--- config.mk ---
export PLATFORM = sky130hd
export DESIGN_NAME = timer_sched
export DESIGN_NICKNAME = d
export VERILOG_FILES = /design/src/rtl/timer_sched_pkg.sv /design/src/rtl/timer_sched_chan.sv /design/src/rtl/timer_sched.sv
export SDC_FILE = /design/constraint.sdc
export NUM_CORES = 1
export LEC_CHECK = 0
export BUFFER_PORTS_ARGS = -buffer_cell sky130_fd_sc_hd__buf_2
export CORE_MARGIN = 5
export CORE_UTILIZATION = 35
export DETAILED_ROUTE_END_ITERATION = 10
export MAX_ROUTING_LAYER = met4
export SLEW_MARGIN = 25
export SYNTH_ARGS = -nofsm -noshare
export SYNTH_HDL_FRONTEND = slang
export SYNTH_SLANG_ARGS = --single-unit
--- constraint.sdc ---
create_clock -name i_clk -period 2.7 [get_ports i_clk]
set_input_delay 0.135 -clock i_clk [delete_from_list [all_inputs] [get_ports i_clk]]
set_output_delay 0.135 -clock i_clk [all_outputs]
set_load 0.03 [all_outputs]
--- src/rtl/timer_sched_pkg.sv ---
// Shared definitions for the timer scheduler: channel state encoding and
// the minimum effective delay (a requested delay of 0 is clamped to this).
package timer_sched_pkg;

  typedef enum logic {
    ST_IDLE  = 1'b0,
    ST_ARMED = 1'b1
  } chan_state_e;

  localparam int DELAY_MIN = 1;

endpackage

--- src/rtl/timer_sched_chan.sv ---
// timer_chan: one alarm channel (state, down-count, reload value, periodic bit).
//
// state    | meaning
// ---------+-------------------------------------------------------------
// ST_IDLE  | channel not armed, ticks ignored, o_busy=0
// ST_ARMED | counting ticks down; expires when a tick arrives at count==1
//
// Ports:
//   i_clk, i_rst   clock, synchronous active-high reset
//   i_arm          arm strobe (request accepted for this channel this edge)
//   i_delay        requested delay in ticks (0 treated as DELAY_MIN)
//   i_periodic     1 = reload and repeat after expiry
//   i_cancel       disarm this edge
//   i_tick         this edge is a tick edge
//   o_busy         channel armed
//   o_expire       one-cycle expiry pulse, registered
module timer_chan
  import timer_sched_pkg::*;
#(
  parameter int WIDTH = 16
) (
  input  logic             i_clk,
  input  logic             i_rst,
  input  logic             i_arm,
  input  logic [WIDTH-1:0] i_delay,
  input  logic             i_periodic,
  input  logic             i_cancel,
  input  logic             i_tick,
  output logic             o_busy,
  output logic             o_expire
);

  chan_state_e      state_q, state_d;
  logic [WIDTH-1:0] count_q, count_d;
  logic [WIDTH-1:0] reload_q, reload_d;
  logic             periodic_q, periodic_d;
  logic             expire_q, expire_d;
  logic [WIDTH-1:0] delay_eff;

  assign delay_eff = (i_delay < WIDTH'(DELAY_MIN)) ? WIDTH'(DELAY_MIN) : i_delay;

  always_ff @(posedge i_clk) begin
    if (i_rst) begin
      state_q    <= ST_IDLE;
      count_q    <= '0;
      reload_q   <= '0;
      periodic_q <= 1'b0;
      expire_q   <= 1'b0;
    end else begin
      state_q    <= state_d;
      count_q    <= count_d;
      reload_q   <= reload_d;
      periodic_q <= periodic_d;
      expire_q   <= expire_d;
    end
  end

  // Priority on a single edge: arm, then cancel, then countdown. An arm on a
  // tick edge therefore does not consume that tick.
  always_comb begin
    state_d    = state_q;
    count_d    = count_q;
    reload_d   = reload_q;
    periodic_d = periodic_q;
    expire_d   = 1'b0;
    if (i_arm) begin
      state_d    = ST_ARMED;
      count_d    = delay_eff;
      reload_d   = delay_eff;
      periodic_d = i_periodic;
    end else if (i_cancel) begin
      state_d = ST_IDLE;
    end else if (i_tick && (state_q == ST_ARMED)) begin
      if (count_q > WIDTH'(1)) begin
        count_d = count_q - WIDTH'(1);
      end else begin
        expire_d = 1'b1;
        if (periodic_q) begin
          count_d = reload_q;
        end else begin
          state_d = ST_IDLE;
        end
      end
    end
  end

  assign o_busy   = (state_q == ST_ARMED);
  assign o_expire = expire_q;

endmodule

--- src/rtl/timer_sched.sv ---
// timer_sched: multi-channel alarm scheduler on one shared prescaler.
// Requesters arm a one-shot or periodic delay (in ticks) through a single
// valid/ready port; each channel emits a one-cycle expire pulse aligned
// with o_tick.
//
// Ports:
//   i_clk, i_rst      clock, synchronous active-high reset
//   i_req_valid/o_req_ready  arm handshake (ready is 1 whenever out of reset)
//   i_req_chan        channel to arm; indices >= CHANNELS are swallowed
//   i_req_delay       delay in ticks, 0 treated as 1
//   i_req_periodic    1 = repeat, 0 = one-shot
//   i_cancel          per-channel cancel mask
//   o_tick            one-cycle pulse every 2**PRESCALE clocks
//   o_expire          per-channel expiry pulses
//   o_busy            per-channel armed flags
module timer_sched
  import timer_sched_pkg::*;
#(
  parameter int CHANNELS = 4,
  parameter int CHAN_W   = 2,
  parameter int WIDTH    = 16,
  parameter int PRESCALE = 12
) (
  input  logic                i_clk,
  input  logic                i_rst,
  input  logic                i_req_valid,
  output logic                o_req_ready,
  input  logic [CHAN_W-1:0]   i_req_chan,
  input  logic [WIDTH-1:0]    i_req_delay,
  input  logic                i_req_periodic,
  input  logic [CHANNELS-1:0] i_cancel,
  output logic                o_tick,
  output logic [CHANNELS-1:0] o_expire,
  output logic [CHANNELS-1:0] o_busy
);

  logic ready_q;
  logic tick_q;
  logic tick_edge;
  logic accept;

  // tick_edge is true on the edge that raises o_tick; the channels count on
  // that same edge so their expire pulse lines up with o_tick.
  generate
    if (PRESCALE == 0) begin : g_no_presc
      assign tick_edge = 1'b1;
    end else begin : g_presc
      logic [PRESCALE-1:0] presc_q;
      always_ff @(posedge i_clk) begin
        if (i_rst) presc_q <= '0;
        else       presc_q <= presc_q + 1'b1;
      end
      assign tick_edge = &presc_q;
    end
  endgenerate

  always_ff @(posedge i_clk) begin
    if (i_rst) begin
      ready_q <= 1'b0;
      tick_q  <= 1'b0;
    end else begin
      ready_q <= 1'b1;
      tick_q  <= tick_edge;
    end
  end

  assign accept = i_req_valid && ready_q;

  generate
    for (genvar c = 0; c < CHANNELS; c++) begin : g_chan
      logic arm;
      assign arm = accept && (i_req_chan == CHAN_W'(c));

      timer_chan #(
        .WIDTH(WIDTH)
      ) u_chan (
        .i_clk      (i_clk),
        .i_rst      (i_rst),
        .i_arm      (arm),
        .i_delay    (i_req_delay),
        .i_periodic (i_req_periodic),
        .i_cancel   (i_cancel[c]),
        .i_tick     (tick_edge),
        .o_busy     (o_busy[c]),
        .o_expire   (o_expire[c])
      );
    end
  endgenerate

  assign o_req_ready = ready_q;
  assign o_tick      = tick_q;

endmodule

Yosys cells after proc, flatten, opt, wreduce, memory -nomap -nowiden
Index checks and enable logic that the tools add are counted.
{"block": "op_classes", "add_sub_neg": 5, "multipliers": 0, "div": 0, "n_lt_le_gt_ge": 5, "n_eq_ne": 15, "n_shift": 0, "muxes": 46, "bitwise_logic": 4, "reduce_logical": 35}
{"cell": "$mux W16", "count": 21}
{"cell": "$gt A16 B1 Y1 const B", "count": 4}
{"cell": "$sub A16 B1 Y16 const B", "count": 4}
{"cell": "$mux W1", "count": 25}
{"cell": "$ne A3 B3 Y1 const B", "count": 8}
{"cell": "$reduce_and A3 Y1", "count": 8}
{"cell": "$reduce_bool A3 Y1", "count": 8}
{"cell": "$lt A16 B1 Y1 const B", "count": 1}
{"cell": "$reduce_or A4 Y1", "count": 4}
{"cell": "$add A12 B1 Y12 const B", "count": 1}
{"cell": "$reduce_and A12 Y1", "count": 1}
{"cell": "$logic_and A1 B1 Y1", "count": 9}
{"cell": "$ne A2 B1 Y1 const B", "count": 4}
{"cell": "$reduce_bool A2 Y1", "count": 4}
{"cell": "$eq A2 B2 Y1 const B", "count": 2}
{"cell": "$not A1 Y1", "count": 4}
{"cell": "$eq A2 B1 Y1 const B", "count": 1}
{"cell": "$logic_not A2 Y1", "count": 1}
{"block": "word_totals", "register_bits": 154, "latchBits": 0, "ram_bits": 0, "rom_bits": 0, "inputBits": 26, "out_inout_bits": 10, "word_cells": 133, "n_memories": 0}

Longest topological paths before layout
{"block": "logic_depth", "depth_word": 5, "depth_mapped": 9}

Modules after synthesis
From an unflattened synthesis, not the netlist that was laid out.
{"block": "hier_totals", "cells_unflattened": 1029, "hier_area_um2": 8567.0}
{"module": "timer_chan", "n_inst": 4, "cells_per_inst": 240, "area_each_um2": 1990.7}
{"module": "timer_sched", "n_inst": 1, "cells_per_inst": 69, "area_each_um2": 604.3}

Worst setup path after synthesis
No wires, ideal clock.
{"block": "synth_timing", "path_kind": "register -> register", "from": "register g_presc.presc_q[0]", "to": "register g_chan[2].u_chan.count_q[15]", "arrival_ns": 2.005, "t_required_ns": 2.569, "path_slack_ns": 0.564, "path_stages_with_launch": 8, "synth_period_minus_slack_ns": 2.136, "path_cell_list": "dfxtp_1 ha_1 nand3_1 nor4_1 a31oi_4 buf_6 a22oi_1 o21ai_0"}
{"block": "synth_between", "elab_chain_cells": 4}
{"item": "start, declared", "line": "timer_sched.sv:48", "rtl": "logic [PRESCALE-1:0] presc_q;"}
{"item": "start signal, assigned", "line": "timer_sched.sv:51", "rtl": "else presc_q <= presc_q + 1'b1;"}
{"item": "$reduce_and A12 Y1", "line": "timer_sched.sv:53", "rtl": "assign tick_edge = &presc_q;"}
{"item": "$logic_and A1 B1 Y1", "line": "timer_sched_chan.sv:73", "rtl": "end else if (i_tick && (state_q == ST_ARMED)) begin"}
{"item": "$reduce_bool A2 Y1 (no source line)"}
{"item": "$reduce_and A3 Y1 (no source line)"}
{"item": "end signal, assigned", "line": "timer_sched_chan.sv:51", "rtl": "count_q <= count_d;"}
{"item": "end, declared", "line": "timer_sched_chan.sv:34", "rtl": "logic [WIDTH-1:0] count_q, count_d;"}
No other way between the ends.
A chain may end at the register's enable or synchronous reset.

Worst setup path after layout
{"block": "layout_timing", "from": "register g_presc.presc_q[0]", "to": "register g_chan[3].u_chan.count_q[14]"}
{"block": "layout_between", "elab_chain_cells": 4}
{"item": "$reduce_and A12 Y1", "line": "timer_sched.sv:53"}
{"item": "$logic_and A1 B1 Y1", "line": "timer_sched_chan.sv:73"}
{"item": "$reduce_bool A2 Y1 (no source line)"}
{"item": "$reduce_and A3 Y1 (no source line)"}
{"item": "end signal, assigned", "line": "timer_sched_chan.sv:51"}
{"item": "end, declared", "line": "timer_sched_chan.sv:34"}
No other way between the ends.

==> metrics.txt <==
post-synthesis mux area share 0.5324%; Die X-Extent between 150 and 200 um; via/cell ratio 5.557; residual DRC count 0; syn_nets between 1000 and 1500; hold endpoint g_chan[0].u_chan.o_busy; Buf/Inv on CP 1; DIE HEIGHT roughly 160 um; setup slack, reg-to-reg ~0.27 ns; WS Path Type flop to flop; full die area 25950 sq um; CP max stage delay around 0.44 ns; Final nets ~1100; Setup Buffers After CTS 0; post-place instance area ~8400 sq um; via count 7474; H-Tree Depth 4; CP Launch Type flop; fin area just over 9000 sq um; clock buffer depth 2; data arrival time of the worst path between 2 and 3 ns; Finish-stage setup viols 0; final WL ~24 mm; met1 WL between 10 and 15 mm; largest net degree at the start of global routing 45; Ports 36; worst-case reg-to-reg path depth 8; row cnt 55; post-route ant nets 0; initial antenna violation count 0; gr usage total about 19%; detailed placement HPWL roughly 16 mm; Hold Vio Cnt, Final 0; sequential-to-total area share from yosys stat between 30% and 40%; Worst-Skew Late Latency between 0.4 and 0.5 ns; run status complete, no violations; Post-synth EDFFs 0; total negative setup slack 0 ns; area share of the largest cell type after synthesis between 30% and 40%; cell area after synthesis between 7000 and 8000 sq um; vias in the first global route 6947; peak supply drop 0.4294 mV; Pwr Density about 630 nW/um^2; CTS tree done; CTS buffer count 17; XOR/XNOR share of the synthesized area roughly 5.4%; Avg Inst Size Synth 7.720 sq um; dominant cells by area after synthesis dfxtp_1 (39%), nand2_1 (9.7%), a21oi_1 (5.9%); clock slew at reported path FFs about 0.070 ns; RD Place Congestion 0.9151; Peak Freq approximately 400 MHz; CP top delay family simple AND/OR/NAND/NOR gates; relative slew slack between 40% and 50%; clk_skew 0.01355 ns; cell depth of the worst min-delay path 3; Final Max Slew Viols 0; Initial Utilization between 30% and 40%; Highest Signal Layer met4; #FFs+latches synth between 150 and 200; combinational family with the most area after synthesis simple AND/OR/NAND/NOR gates; Post-Syn Instances a little over 1000; Worst path slowest cell nand3_1; Hold Path Class primary input to flop; Levels on crit path 8; Met3 Routed Length ~1.3 mm; Critical Path RT 3.05 ns; drt first pass iters 4; synthesis-to-layout area growth 13.36%; Yosys cell types 73; Min-Delay Startpoint i_cancel[0]; critical path peak fanout 13; Primary FF master, synth dfxtp_1; RSZ-0062 raised after global routing no; diode count 0; core footprint between 20000 and 25000 sq um; share of synthesized registers carrying an async set or reset 0%; post-synthesis compound-gate area fraction 22.17%; Crit. End Element flop; crit path cell chain ha_1 -> nand3_1 -> nor4_1 -> buf_4 -> nand3_1 -> a31oi_1 -> o21ai_0 -> o21ai_0; largest area contributor in the netlist dfxtp_1; Tcrit/Tclk final about nine tenths; Iter 0 DRT Violations between 500 and 600; GR Overflow Total 0; min Tclk post-route between 2 and 2.5 ns; YS warnings 0; Max-Cap Viols 0; layout cells sized above 1 roughly 13%; root buffer cell clkbuf_16; worst slew pin tran approximately 0.81 ns; IO buf count 35; Worst R2R Start g_presc.presc_q[0]; first-pass GRT wire length 37.84 mm; met2 wire len between 10 and 15 mm; routed len/inst about 18 um; adder-cell area share of the yosys netlist under 10%; Lkg Pwr 3.352 nW; clk sinks between 150 and 200; Simple-Gate Fraction of Synth Area 26.15%; FF-to-FF End g_chan[3].u_chan.count_q[14]
## Yosys cell counts (3+ instances only)
master and n:
nand2_1 206, dfxtp_1 154, a21oi_1 94, nor2_1 92, o21ai_0 49, clkbuf_1 45, a22oi_1 33, a31oi_1 32
nand3_1 31, xor2_1 26, xnor2_1 23, nor3_1 21, nor4_1 19, buf_2 18, a211oi_1 13, inv_1 13
buf_4 11, a221o_1 10, ha_1 9, o31ai_1 9, or4_1 9, a211o_1 6, nand2b_1 6, o211ai_1 6
or3_1 6, and3_1 5, buf_1 5, nand4_1 5, nor2b_1 5, nand3b_1 4, nor3b_1 4, o41ai_1 4
or2_2 4, a311oi_1 3, and3b_1 3, clkbuf_2 3, nand4b_1 3, nor4_2 3
## flip-flops by register name, indices dropped and copies added, names as in the netlist
register                  cells
g_chan.u_chan.o_busy          4
g_chan.u_chan.reload_q       64
g_presc.presc_q              12
g_chan.u_chan.count_q        64
o_tick                        1
g_chan.u_chan.o_expire        4
g_chan.u_chan.periodic_q      4
o_req_ready                   1
## worst register-to-register path: stages, from the launching register on
cell	delay (ns)
dfxtp_1	0.36
ha_1	0.21
nand3_1	0.16
nor4_1	0.32
buf_4	0.21
nand3_1	0.44
a31oi_1	0.34
o21ai_0	0.13
o21ai_0	0.18
## power breakdown
| part | leakage (nW) | switching (W) | total, W | internal, W |
|---|---|---|---|---|
| combinational | 1.81 | 0.000546 | 0.000874 | 0.000328 |
| sequential | 1.25 | 0.0000479 | 0.00237 | 0.00232 |
| clock | 0.296 | 0.000975 | 0.00247 | 0.00150 |
| total | 3.35 | 0.00157 | 0.00572 | 0.00415 |
## area by class of cell
type                            instances  area, sq um
Clock inverter                         12        147.6
Fill cell                            2299        13510
Multi-Input combinational cell        783         4462
Timing Repair Buffer                   78        503.0
Inverter                               13        48.80
Sequential cell                       154         3083
Clock buffer                           20        456.7
Tap cell                              285        356.6
## worst max path at each step
stage | startpoint | slack, ns | to
2_1_floorplan | g_presc.presc_q[0] | 0.56 | g_chan[2].u_chan.count_q[15]
3_3_place_gp | g_presc.presc_q[0] | 0.37 | g_chan[3].u_chan.count_q[14]
3_5_place_dp | g_presc.presc_q[0] | 0.37 | g_chan[3].u_chan.count_q[14]
4_1_cts | g_presc.presc_q[0] | 0.34 | g_chan[3].u_chan.count_q[14]
5_1_grt | g_presc.presc_q[0] | 0.20 | g_chan[3].u_chan.count_q[14]
6_report | g_presc.presc_q[0] | 0.27 | g_chan[3].u_chan.count_q[14]
## cells in the final DEF (no fill, tap or decap), types with 3 or more instances in the layout
cell type / instances
a211o_1: 6
a211oi_1: 13
a21oi_1: 94
a221o_1: 10
a22oi_1: 33
a311oi_1: 3
a31oi_1: 32
and3_1: 5
and3b_1: 3
buf_2: 34
buf_4: 43
bufinv_16: 3
clkbuf_16: 17
clkinv_2: 5
dfxtp_1: 154
ha_1: 9
inv_1: 13
nand2_1: 206
nand2b_1: 6
nand3_1: 31
nand3b_1: 4
nand4_1: 5
nand4b_1: 3
nor2_1: 90
nor2_2: 3
nor2b_1: 5
nor3_1: 20
nor3_2: 3
nor3b_1: 4
nor4_1: 18
nor4_2: 4
o211ai_1: 6
o21ai_0: 49
o31ai_1: 9
o41ai_1: 4
or2_2: 4
or3_1: 6
or4_1: 9
xnor2_1: 23
xor2_1: 26
## repair_timing
item	in CTS	in global routing
endpoints found under the hold margin	3	0
gates resized for setup	0	0
hold buffers	1	0
## cells by family (layout without fill, tap and decap cells)
family                   after synthesis  after routing
adder cells (fa/ha/maj)                9              9
XOR/XNOR                              49             49
flip-flops                           154            154
multiplexers                           4              4
AO/OA/AOI/OAI                        277            277
buffers and inverters                 98            123
AND/OR/NAND/NOR                      444            444
## metal layers
metal	track usage [%]	vias up
li1	-	3698
met3	3.343	38
met5	-	-
met1	23.84	3542
met2	30.05	196
met4	5.390	0
## per-stage QoR
stage          hold WS, ns  utilization, %  total power, W  cells  setup slack (ns)
2_1_floorplan       0.2593               -        0.003044   1035            0.5636
3_3_place_gp        0.4408           37.39        0.003279   1312            0.3698
3_5_place_dp        0.4460           37.39        0.003283   1312            0.3745
4_1_cts            0.02015           40.12        0.005746   1345            0.3372
5_1_grt            0.03773           40.13        0.005960   1345            0.2008
6_report           0.03783           40.13        0.005716   1345            0.2731
(Power assumes the default switching activity.)
